[src/rtl/sevenseg_pkg.sv]
// Shared constants for the seven-segment display peripheral: register map,
// CTRL field positions, CTRL reset value and the hex-to-segment table.
package sevenseg_pkg;

    localparam logic [1:0] SS_ADDR_DATA   = 2'd0;
    localparam logic [1:0] SS_ADDR_CTRL   = 2'd1;
    localparam logic [1:0] SS_ADDR_STATUS = 2'd2;

    localparam int CTRL_DP_LSB     = 0;
    localparam int CTRL_BLANK_LSB  = 8;
    localparam int CTRL_BRIGHT_LSB = 16;
    localparam int CTRL_LZS_BIT    = 20;

    localparam logic [31:0] CTRL_RESET = 32'h000F_0000;

    // Segment patterns g..a (bit 0 = a), active-high.
    localparam logic [6:0] SS_HEX_SEG [16] = '{
        7'h3F, 7'h06, 7'h5B, 7'h4F, 7'h66, 7'h6D, 7'h7D, 7'h07,
        7'h7F, 7'h6F, 7'h77, 7'h7C, 7'h39, 7'h5E, 7'h79, 7'h71
    };

endpackage

[src/rtl/sevenseg_hex_decode.sv]
// Combinational 4-bit hex value to active-high a..g segment lookup.
module sevenseg_hex_decode
    import sevenseg_pkg::*;
(
    input  logic [3:0] nibble_i,
    output logic [6:0] seg_o
);

    assign seg_o = SS_HEX_SEG[nibble_i];

endmodule

[src/rtl/wb_sevenseg_mux.sv]
// Pipelined Wishbone slave driving a time-multiplexed seven-segment bank.
// Optional leading-zero suppression is built when SEVENSEG_LZS_EN is defined.
module wb_sevenseg_mux
    import sevenseg_pkg::*;
#(
    parameter int NUM_DIGITS = 8,
    parameter int SLOT_DIV   = 3125,
    parameter int ACTIVE_LOW = 1
) (
    input  logic                  i_clk,
    input  logic                  i_reset,
    input  logic                  i_wb_cyc,
    input  logic                  i_wb_stb,
    input  logic                  i_wb_we,
    input  logic [29:0]           i_wb_addr,
    input  logic [31:0]           i_wb_data,
    input  logic [3:0]            i_wb_sel,
    output logic                  o_wb_ack,
    output logic                  o_wb_stall,
    output logic [31:0]           o_wb_data,
    output logic [6:0]            o_seg,
    output logic                  o_dp,
    output logic [NUM_DIGITS-1:0] o_an
);

    localparam int              PRE_W     = (SLOT_DIV > 1) ? $clog2(SLOT_DIV) : 1;
    localparam logic [PRE_W-1:0] PRE_MAX  = PRE_W'(SLOT_DIV - 1);
    localparam logic [2:0]      IDX_MAX   = 3'(NUM_DIGITS - 1);
    localparam logic [31:0]     DATA_MASK = 32'hFFFF_FFFF >> (32 - 4 * NUM_DIGITS);
    localparam logic [7:0]      DIG_MASK  = 8'hFF >> (8 - NUM_DIGITS);
`ifdef SEVENSEG_LZS_EN
    localparam logic            LZS_IMPL  = 1'b1;
`else
    localparam logic            LZS_IMPL  = 1'b0;
`endif
    localparam logic [31:0]     CTRL_MASK = {11'd0, LZS_IMPL, 4'hF, DIG_MASK, DIG_MASK};

    logic [31:0]           data_q, data_d, ctrl_q, ctrl_d, rdata_q, rdata_d;
    logic [31:0]           rd_mux, wmask, status_w;
    logic                  ack_q, ack_d, accept, wr_data, wr_ctrl;
    logic [PRE_W-1:0]      pre_q, pre_d;
    logic [3:0]            phase_q, phase_d;
    logic [2:0]            idx_q, idx_d;
    logic                  pre_wrap;
    logic [6:0]            seg_q, seg_d, dec_seg;
    logic                  dp_q, dp_d;
    logic [NUM_DIGITS-1:0] an_q, an_d;
    logic [3:0]            nibble, bright;
    logic [7:0]            blank, dp_mask, lzs_sup;
    logic                  lit;
    logic                  unused_addr;

    assign unused_addr = ^i_wb_addr[29:2];

    // Bus handshake: stall is never raised, so every cycle with cyc&&stb is a
    // transfer; ack follows one cycle later with read data and is masked by cyc.
    always_comb begin
        accept   = i_wb_cyc && i_wb_stb;
        status_w = {24'd0, phase_q, 1'b0, idx_q};
        case (i_wb_addr[1:0])
            SS_ADDR_DATA:   rd_mux = data_q;
            SS_ADDR_CTRL:   rd_mux = ctrl_q;
            SS_ADDR_STATUS: rd_mux = status_w;
            default:        rd_mux = 32'd0;
        endcase
        wmask   = {{8{i_wb_sel[3]}}, {8{i_wb_sel[2]}}, {8{i_wb_sel[1]}}, {8{i_wb_sel[0]}}};
        wr_data = accept && i_wb_we && (i_wb_addr[1:0] == SS_ADDR_DATA);
        wr_ctrl = accept && i_wb_we && (i_wb_addr[1:0] == SS_ADDR_CTRL);
        data_d  = wr_data ? (((data_q & ~wmask) | (i_wb_data & wmask)) & DATA_MASK) : data_q;
        ctrl_d  = wr_ctrl ? (((ctrl_q & ~wmask) | (i_wb_data & wmask)) & CTRL_MASK) : ctrl_q;
        ack_d   = accept;
        rdata_d = accept ? rd_mux : rdata_q;
    end

    always_comb begin
        pre_wrap = (pre_q == PRE_MAX);
        pre_d    = pre_wrap ? '0 : pre_q + PRE_W'(1);
        phase_d  = pre_wrap ? phase_q + 4'd1 : phase_q;
        idx_d    = idx_q;
        if (pre_wrap && (phase_q == 4'hF)) begin
            idx_d = (idx_q == IDX_MAX) ? 3'd0 : idx_q + 3'd1;
        end
    end

`ifdef SEVENSEG_LZS_EN
    // A digit is suppressed when it and every digit above it hold zero.
    logic zero_above;
    always_comb begin
        lzs_sup    = '0;
        zero_above = 1'b1;
        for (int i = 7; i >= 1; i--) begin
            zero_above = zero_above && (data_q[4*i +: 4] == 4'd0);
            lzs_sup[i] = zero_above && ctrl_q[CTRL_LZS_BIT];
        end
    end
`else
    assign lzs_sup = '0;
`endif

    always_comb begin
        nibble  = data_q[{idx_q, 2'b00} +: 4];
        bright  = ctrl_q[CTRL_BRIGHT_LSB +: 4];
        blank   = ctrl_q[CTRL_BLANK_LSB +: 8];
        dp_mask = ctrl_q[CTRL_DP_LSB +: 8];
        lit     = (phase_q <= bright) && !blank[idx_q] && !lzs_sup[idx_q];
        seg_d   = lit ? dec_seg : 7'd0;
        dp_d    = lit && dp_mask[idx_q];
        an_d    = '0;
        if (lit) begin
            an_d[idx_q] = 1'b1;
        end
    end

    sevenseg_hex_decode u_dec (
        .nibble_i (nibble),
        .seg_o    (dec_seg)
    );

    always_ff @(posedge i_clk) begin
        if (i_reset) begin
            data_q  <= 32'd0;
            ctrl_q  <= CTRL_RESET & CTRL_MASK;
            rdata_q <= 32'd0;
            ack_q   <= 1'b0;
            pre_q   <= '0;
            phase_q <= 4'd0;
            idx_q   <= 3'd0;
            seg_q   <= 7'd0;
            dp_q    <= 1'b0;
            an_q    <= '0;
        end else begin
            data_q  <= data_d;
            ctrl_q  <= ctrl_d;
            rdata_q <= rdata_d;
            ack_q   <= ack_d;
            pre_q   <= pre_d;
            phase_q <= phase_d;
            idx_q   <= idx_d;
            seg_q   <= seg_d;
            dp_q    <= dp_d;
            an_q    <= an_d;
        end
    end

    assign o_wb_ack   = ack_q && i_wb_cyc;
    assign o_wb_stall = 1'b0;
    assign o_wb_data  = rdata_q;
    assign o_seg      = (ACTIVE_LOW != 0) ? ~seg_q : seg_q;
    assign o_dp       = (ACTIVE_LOW != 0) ? ~dp_q  : dp_q;
    assign o_an       = (ACTIVE_LOW != 0) ? ~an_q  : an_q;

endmodule

[config.mk]
export PLATFORM = sky130hd
export DESIGN_NAME = wb_sevenseg_mux
export DESIGN_NICKNAME = d
export VERILOG_FILES = /design/src/rtl/sevenseg_pkg.sv /design/src/rtl/sevenseg_hex_decode.sv /design/src/rtl/wb_sevenseg_mux.sv
export SDC_FILE = /design/constraint.sdc
export NUM_CORES = 1
export LEC_CHECK = 0
export BUFFER_PORTS_ARGS = -buffer_cell sky130_fd_sc_hd__buf_2
export CAP_MARGIN = 15
export CORE_MARGIN = 2
export CORE_UTILIZATION = 30
export DETAILED_ROUTE_END_ITERATION = 7
export GPL_TIMING_DRIVEN = 1
export SLEW_MARGIN = 40
export SYNTH_ARGS = -nofsm -noshare
export SYNTH_HDL_FRONTEND = slang
export SYNTH_HIERARCHICAL = 1
export SYNTH_SLANG_ARGS = --single-unit
[constraint.sdc]
create_clock -name i_clk -period 3.65 [get_ports i_clk]
set_input_delay 0.1825 -clock i_clk [delete_from_list [all_inputs] [get_ports i_clk]]
set_output_delay 0.1825 -clock i_clk [all_outputs]
set_load 0.03 [all_outputs]
== Word level (Yosys, flattened, before mapping) ==
Memories as Yosys holds them, arrays and structs flattened. A register that Yosys moved wholly into a read port is not among the register bits.
Cells that the tools add are included.

* Register bits: 113
* Latch bits: 0
* Memory bits (writable): 0
* ROM bits: 120
* Input port bits: 71
* Output and inout port bits: 50
* Word-level logic and storage cells: 60
* Memories kept: 2

{| class="wikitable"
|+ Memory list
! name !! depth !! width !! rd ports !! clocked after memory_dff !! wr ports !! line !! RTL
|-
| (name not given) || 16 || 7 || 1 || 1 || 0 || sevenseg_hex_decode.sv:9 || <nowiki>assign seg_o = SS_HEX_SEG[nibble_i];</nowiki>
|-
| (name not given) || 8 || 1 || 1 || 1 || 0 || wb_sevenseg_mux.sv:105 || <nowiki>lit = (phase_q <= bright) && !blank[idx_q] && !lzs_sup[idx_q];</nowiki>
|}

* Add/sub/neg operators: 3
* $mul: 0
* Divide/modulo/power cells: 0
* $lt $le $gt $ge: 3
* Eq/ne operators: 5
* Shift-type cells: 1
* Muxes and demuxes: 11
* Bitwise operators: 11
* Reduce and logical (&&, ||, !) cells: 15

{| class="wikitable"
|+ Operators with widths
! operator !! count
|-
| $pmux W32 S3 || 1
|-
| $and A32 B32 Y32 || 2
|-
| $not A32 Y32 || 1
|-
| $or A32 B32 Y32 || 1
|-
| $shiftx A32 B6 Y4 || 1
|-
| $and A20 B20 Y20 || 1
|-
| $or A20 B20 Y20 || 1
|-
| $add A12 B1 Y12 const B || 1
|-
| $eq A12 B12 Y1 const B || 1
|-
| $logic_and A1 B1 Y1 || 10
|-
| $mux W3 || 3
|-
| $not A8 Y8 || 1
|-
| $not A7 Y7 || 1
|-
| $bmux W1 S3 || 2
|-
| $not A4 Y5 || 1
|-
| $add A4 B1 Y4 const B || 1
|-
| $eq A4 B4 Y1 const B || 1
|-
| $le A4 B4 Y1 || 1
|-
| $lt A3 B4 Y1 const B || 1
|-
| $mux W1 || 4
|-
| $reduce_or A2 Y1 || 2
|-
| $add A3 B1 Y3 const B || 1
|-
| $demux W1 S3 || 1
|-
| $eq A3 B3 Y1 const B || 1
|-
| other kinds (6) || 8
|}

== Depth between registers and ports, before layout ==
* Depth in word-level cells: 7
* Gate-level depth with buffers: 11

== By module ==
The synthesis kept the hierarchy.

{| class="wikitable"
|+ Modules (own cells, without submodules)
! module !! times used !! cells an instance !! area an instance (sq um) !! seq. area each (sq um)
|-
| wb_sevenseg_mux || 1 || 581 || 5226.3 || 2402.3
|-
| sevenseg_hex_decode || 1 || 33 || 290.3 || 0.0
|}

== Worst setup path after synthesis ==
Ideal clock, no wire load.

* Kind: register -> register
* Start point: register idx_q[0]
* End point: register seg_q[3]
* Library setup time: 0.138 ns
* Arrival: 2.400 ns
* Required time: 3.512 ns
* Setup slack: 1.112 ns
* Cell stages (with the launch flop): 11
* Clock period less this slack: 2.538 ns
* Path through: dfxtp_1 > buf_4 > buf_4 > nand2_1 > mux4_2 > o21ai_0 > inv_1 > ha_1 > mux4_1 > inv_1 > nor4_1

* Elaborated cells between the ends (all ways): 9
* Those cells by class: shift: 1; mux: 2; bitwise: 2; reduce/logical: 4

{| class="wikitable"
|+ RTL lines
! element !! line !! RTL
|-
| start: declaration || wb_sevenseg_mux.sv:43 || <nowiki>logic [2:0] idx_q, idx_d;</nowiki>
|-
| start signal: assignment || wb_sevenseg_mux.sv:138 || <nowiki>idx_q <= idx_d;</nowiki>
|-
| $shiftx A32 B6 Y4 || wb_sevenseg_mux.sv:101 || <nowiki>nibble = data_q[{idx_q, 2'b00} +: 4];</nowiki>
|-
| via nibble[1] || wb_sevenseg_mux.sv:48 || <nowiki>logic [3:0] nibble, bright;</nowiki>
|-
| $not A4 Y5 (implied by the code) || sevenseg_hex_decode.sv:9 ||
|-
| end: declaration || wb_sevenseg_mux.sv:45 || <nowiki>logic [6:0] seg_q, seg_d, dec_seg;</nowiki>
|}

The timed path passes the listed nets, and every way through them passes these cells. The select of a mux whose other input is x is not followed.
A chain may end at the register's enable or synchronous reset.

== Worst setup path after layout ==
* Start point: register idx_q[0]
* End point: register seg_q[5]

The elaborated chain is that of the path after synthesis.

==> flow_metrics.py <==
metrics = {
    "cts": {
        "cts_tree": "done",
        "cts_root_buffer": "clkbuf_16",
        "cts_buffer_depth": 2,
        "cts_sinks": 120,
        "cts_buffers": 17,
        "clk_latency_ns": 0.42,
        "cts_max_level": 4,
        "clk_pin_slew_ns": 0.06,
        "cts_resized": 0,
    },
    "timing": {
        "min_period_ns": 3.116,
        "whs_ns": 0.01703,
        "setup_viol": 0,
        "hold_violations": 0,
        "worstMarginPinSlew_ns": 0.8586,
        "rsz0062_at_grt": "false",
        "setup_tns_ns": 0,
        "timing.fmax_mhz": 320.9,
        "skew_ns": 0.009188,
        "relSlewSlack_pct": 42.76,
        "period_share_pct": 85.37,
        "drv_slew": 0,
    },
    "critical_path": {
        "critPathLaunchType": "flop",
        "path_cells": "nor2b_1 -> a22oi_1 -> o21ai_0 -> inv_1 -> ha_1 -> mux2_2 -> a21oi_1 -> inv_1 -> nor4_1",
        "reg2reg_to": "seg_q[5]",
        "crit_family": "compound AO/OA/AOI/OAI gates",
        "crit_type": "flop to flop",
        "path_max_fanout": 16,
        "end_kind": "flop",
        "r2r-start": "idx_q[0]",
        "path_common_cell": "inv_1",
        "r2r_setup_slack_ns": 0.53,
        "r2r_cells": 9,
        "arrival_ns": 3.42,
        "crit_buf_inv": 2,
        "required_ns": 3.95,
        "slowest_stage": "dfxtp_1",
        "cp_slowest_stage_delay_ns": 0.71,
    },
    "routing": {
        "num_vias": 4488,
        "drt.antenna.violating_nets": 0,
        "drt-wirelength-per-cell_um": 15.32,
        "routed_wl_um": 14470,
        "vias_per_cell": 4.754,
        "remaining_drc_errors": 0,
        "initialDrtViolationCount": 330,
        "dr.pass1.iters": 5,
    },
    "global_routing": {
        "grt_pass1_vias": 4431,
        "grt_max_degree": 62,
        "grt_pass1_wl_um": 23500,
        "grt_use_total_pct": 15.37,
        "antenna_found_initial": 0,
        "grt_overflow": 0,
    },
    "yosys": {
        "synth-seq-cells": 120,
        "synth_top_family_by_area": "simple AND/OR/NAND/NOR gates",
        "ys_seq_area_share_pct": 43.55,
        "synthXorXnorAreaFrac_pct": 2.064,
        "syn_area_per_cell_um2": 8.985,
        "yosys_warnings": 6,
        "yosys.area_share.simple_pct": 19.19,
        "ys_top_cells_by_area": "dfxtp_1, mux2i_1, nor2_1",
        "synth_cells": 614,
        "synth.mux.area_fraction_pct": 13.79,
        "synth_edf_count": 0,
        "async_flop_share_pct": 0,
        "synthAdderAreaFrac_pct": 3.629,
        "ys.flop_type": "dfxtp_1",
        "synth.top_cell.area_share_pct": 43.55,
        "synth_top_area_cell": "dfxtp_1",
        "syn_area_um2": 5517,
        "yosys.cell_types.count": 57,
        "synth_compound_area_share_pct": 11.14,
        "yosysMostFrequentCell": "dfxtp_1",
        "synth_common_cells": "dfxtp_1, nor2_1, mux2i_1",
        "synth_fp_nets": 701,
    },
    "power": {
        "power-per-cell-area_nw_per_um2": 486.4,
        "leakage_uw": 0.002694,
        "irDropWorstVdd_mv": 0.3505,
    },
    "hold_path": {
        "min_path_type": "input port to flop",
        "min_from": "i_wb_data[17]",
        "worstHoldPathCells": 3,
    },
    "die": {
        "initial_core_util_pct": 30.61,
        "dieArea_um2": 19490,
        "die_x_um": 139.6,
        "num_rows": 49,
        "pin_count": 121,
        "core_um2": 18020,
        "die_h_um": 139.6,
    },
    "job": {
        "maxCapViolCount": 0,
    },
    "placed_design": {
        "gp_congestion": 0.7903,
        "hpwlAfterDp_um": 10350,
        "port_buffers": 91,
    },
    "layout": {
        "syn_to_final_growth_pct": 24.09,
        "fin_nets": 789,
        "drive_above_1_share_pct": 20.56,
        "num_antenna_cells": 0,
    },
    "status": {
        "run_status": "completed",
    },
}
[report_power, final]
group,internal (µW),switching (µW),total [µW],leakage [µW]
Sequential,1330,12.1,1340,0.000972
Clock,1240,583,1830,0.000315
Combinational,55.7,106,162,0.00141
Total,2630,702,3330,0.00269
[worst reg2reg max path, cell delays in order (launching register included)]
cell     delay, ns
dfxtp_1       0.71
nor2b_1       0.30
a22oi_1       0.09
o21ai_0       0.60
inv_1         0.22
ha_1          0.30
mux2_2        0.28
a21oi_1       0.14
inv_1         0.05
nor4_1        0.32
[cell families after synthesis]
logic type	Yosys count
xor+xnor	13
buf+inv	81
mux	72
flops	120
fa+ha+maj	16
compound gates	94
other cells	1
simple gates	217
[per-stage QoR]
stage / cells / setup WS [ns] / util, % / power (µW) / instance area (µm²)
2_1_floorplan: 614 / 1.112 / - / 1466 / 5517
3_3_place_gp: 905 / 0.7379 / 34.00 / 1525 / 6128
3_5_place_dp: 905 / 0.5850 / 34.05 / 1527 / 6137
4_1_cts: 944 / 0.5516 / 37.98 / 3366 / 6845
5_1_grt: 944 / 0.2803 / 37.98 / 3442 / 6845
6_report: 944 / 0.5338 / 37.98 / 3330 / 6845
[metal layers]
| layer | vias up | global-route usage (%) | part of all wire (%) |
|---|---|---|---|
| met5 | - | 0 | 0 |
| met2 | 113 | 22.96 | 43 |
| met1 | 2067 | 20.77 | 49 |
| li1 | 2295 | - | - |
| met4 | 0 | 5.789 | 1.6 |
| met3 | 13 | 4.886 | 5.8 |
[placed cells by master, fill, tap and decap left out, drive strengths merged, types with 5 or more instances in the layout]
cell,count
bufinv,5
mux2i,64
mux2,6
nor2,92
dlygate4sd3,7
a211oi,7
nand3,10
a22oi,27
nor3,18
nor2b,9
nor4,13
nand2,50
inv,42
buf,101
o211ai,6
xnor2,12
ha,16
dfxtp,120
clkbuf,23
o21ai,17
a21oi,23
[worst max path at each step]
stage                        start  slack (ns)        to  depth (start not counted)
after floorplan           idx_q[0]        1.11  seg_q[3]                         10
after global placement    idx_q[0]        0.74  seg_q[5]                          9
after detailed placement  idx_q[0]        0.59  seg_q[5]                          9
after CTS                 idx_q[0]        0.55  seg_q[5]                          9
after global routing      idx_q[0]        0.28  seg_q[6]                          9
final                     idx_q[0]        0.53  seg_q[5]                          9
[area by class of cell]
| class | count | area [µm²] |
|---|---|---|
| clock buffer | 23 | 467.9 |
| clock inverter | 9 | 170.2 |
| fill | 1843 | 11180 |
| inverter | 42 | 157.7 |
| multi-input combinational | 413 | 2760 |
| sequential | 120 | 2402 |
| tap | 229 | 286.5 |
| timing repair buffer | 108 | 600.6 |
[what timing repair did]
item / in CTS / in global routing
hold buffers: 7 / 0
buffers inserted: 0 / 0
hold endpoints to repair: 7 / 0
(Power assumes the default switching activity.)
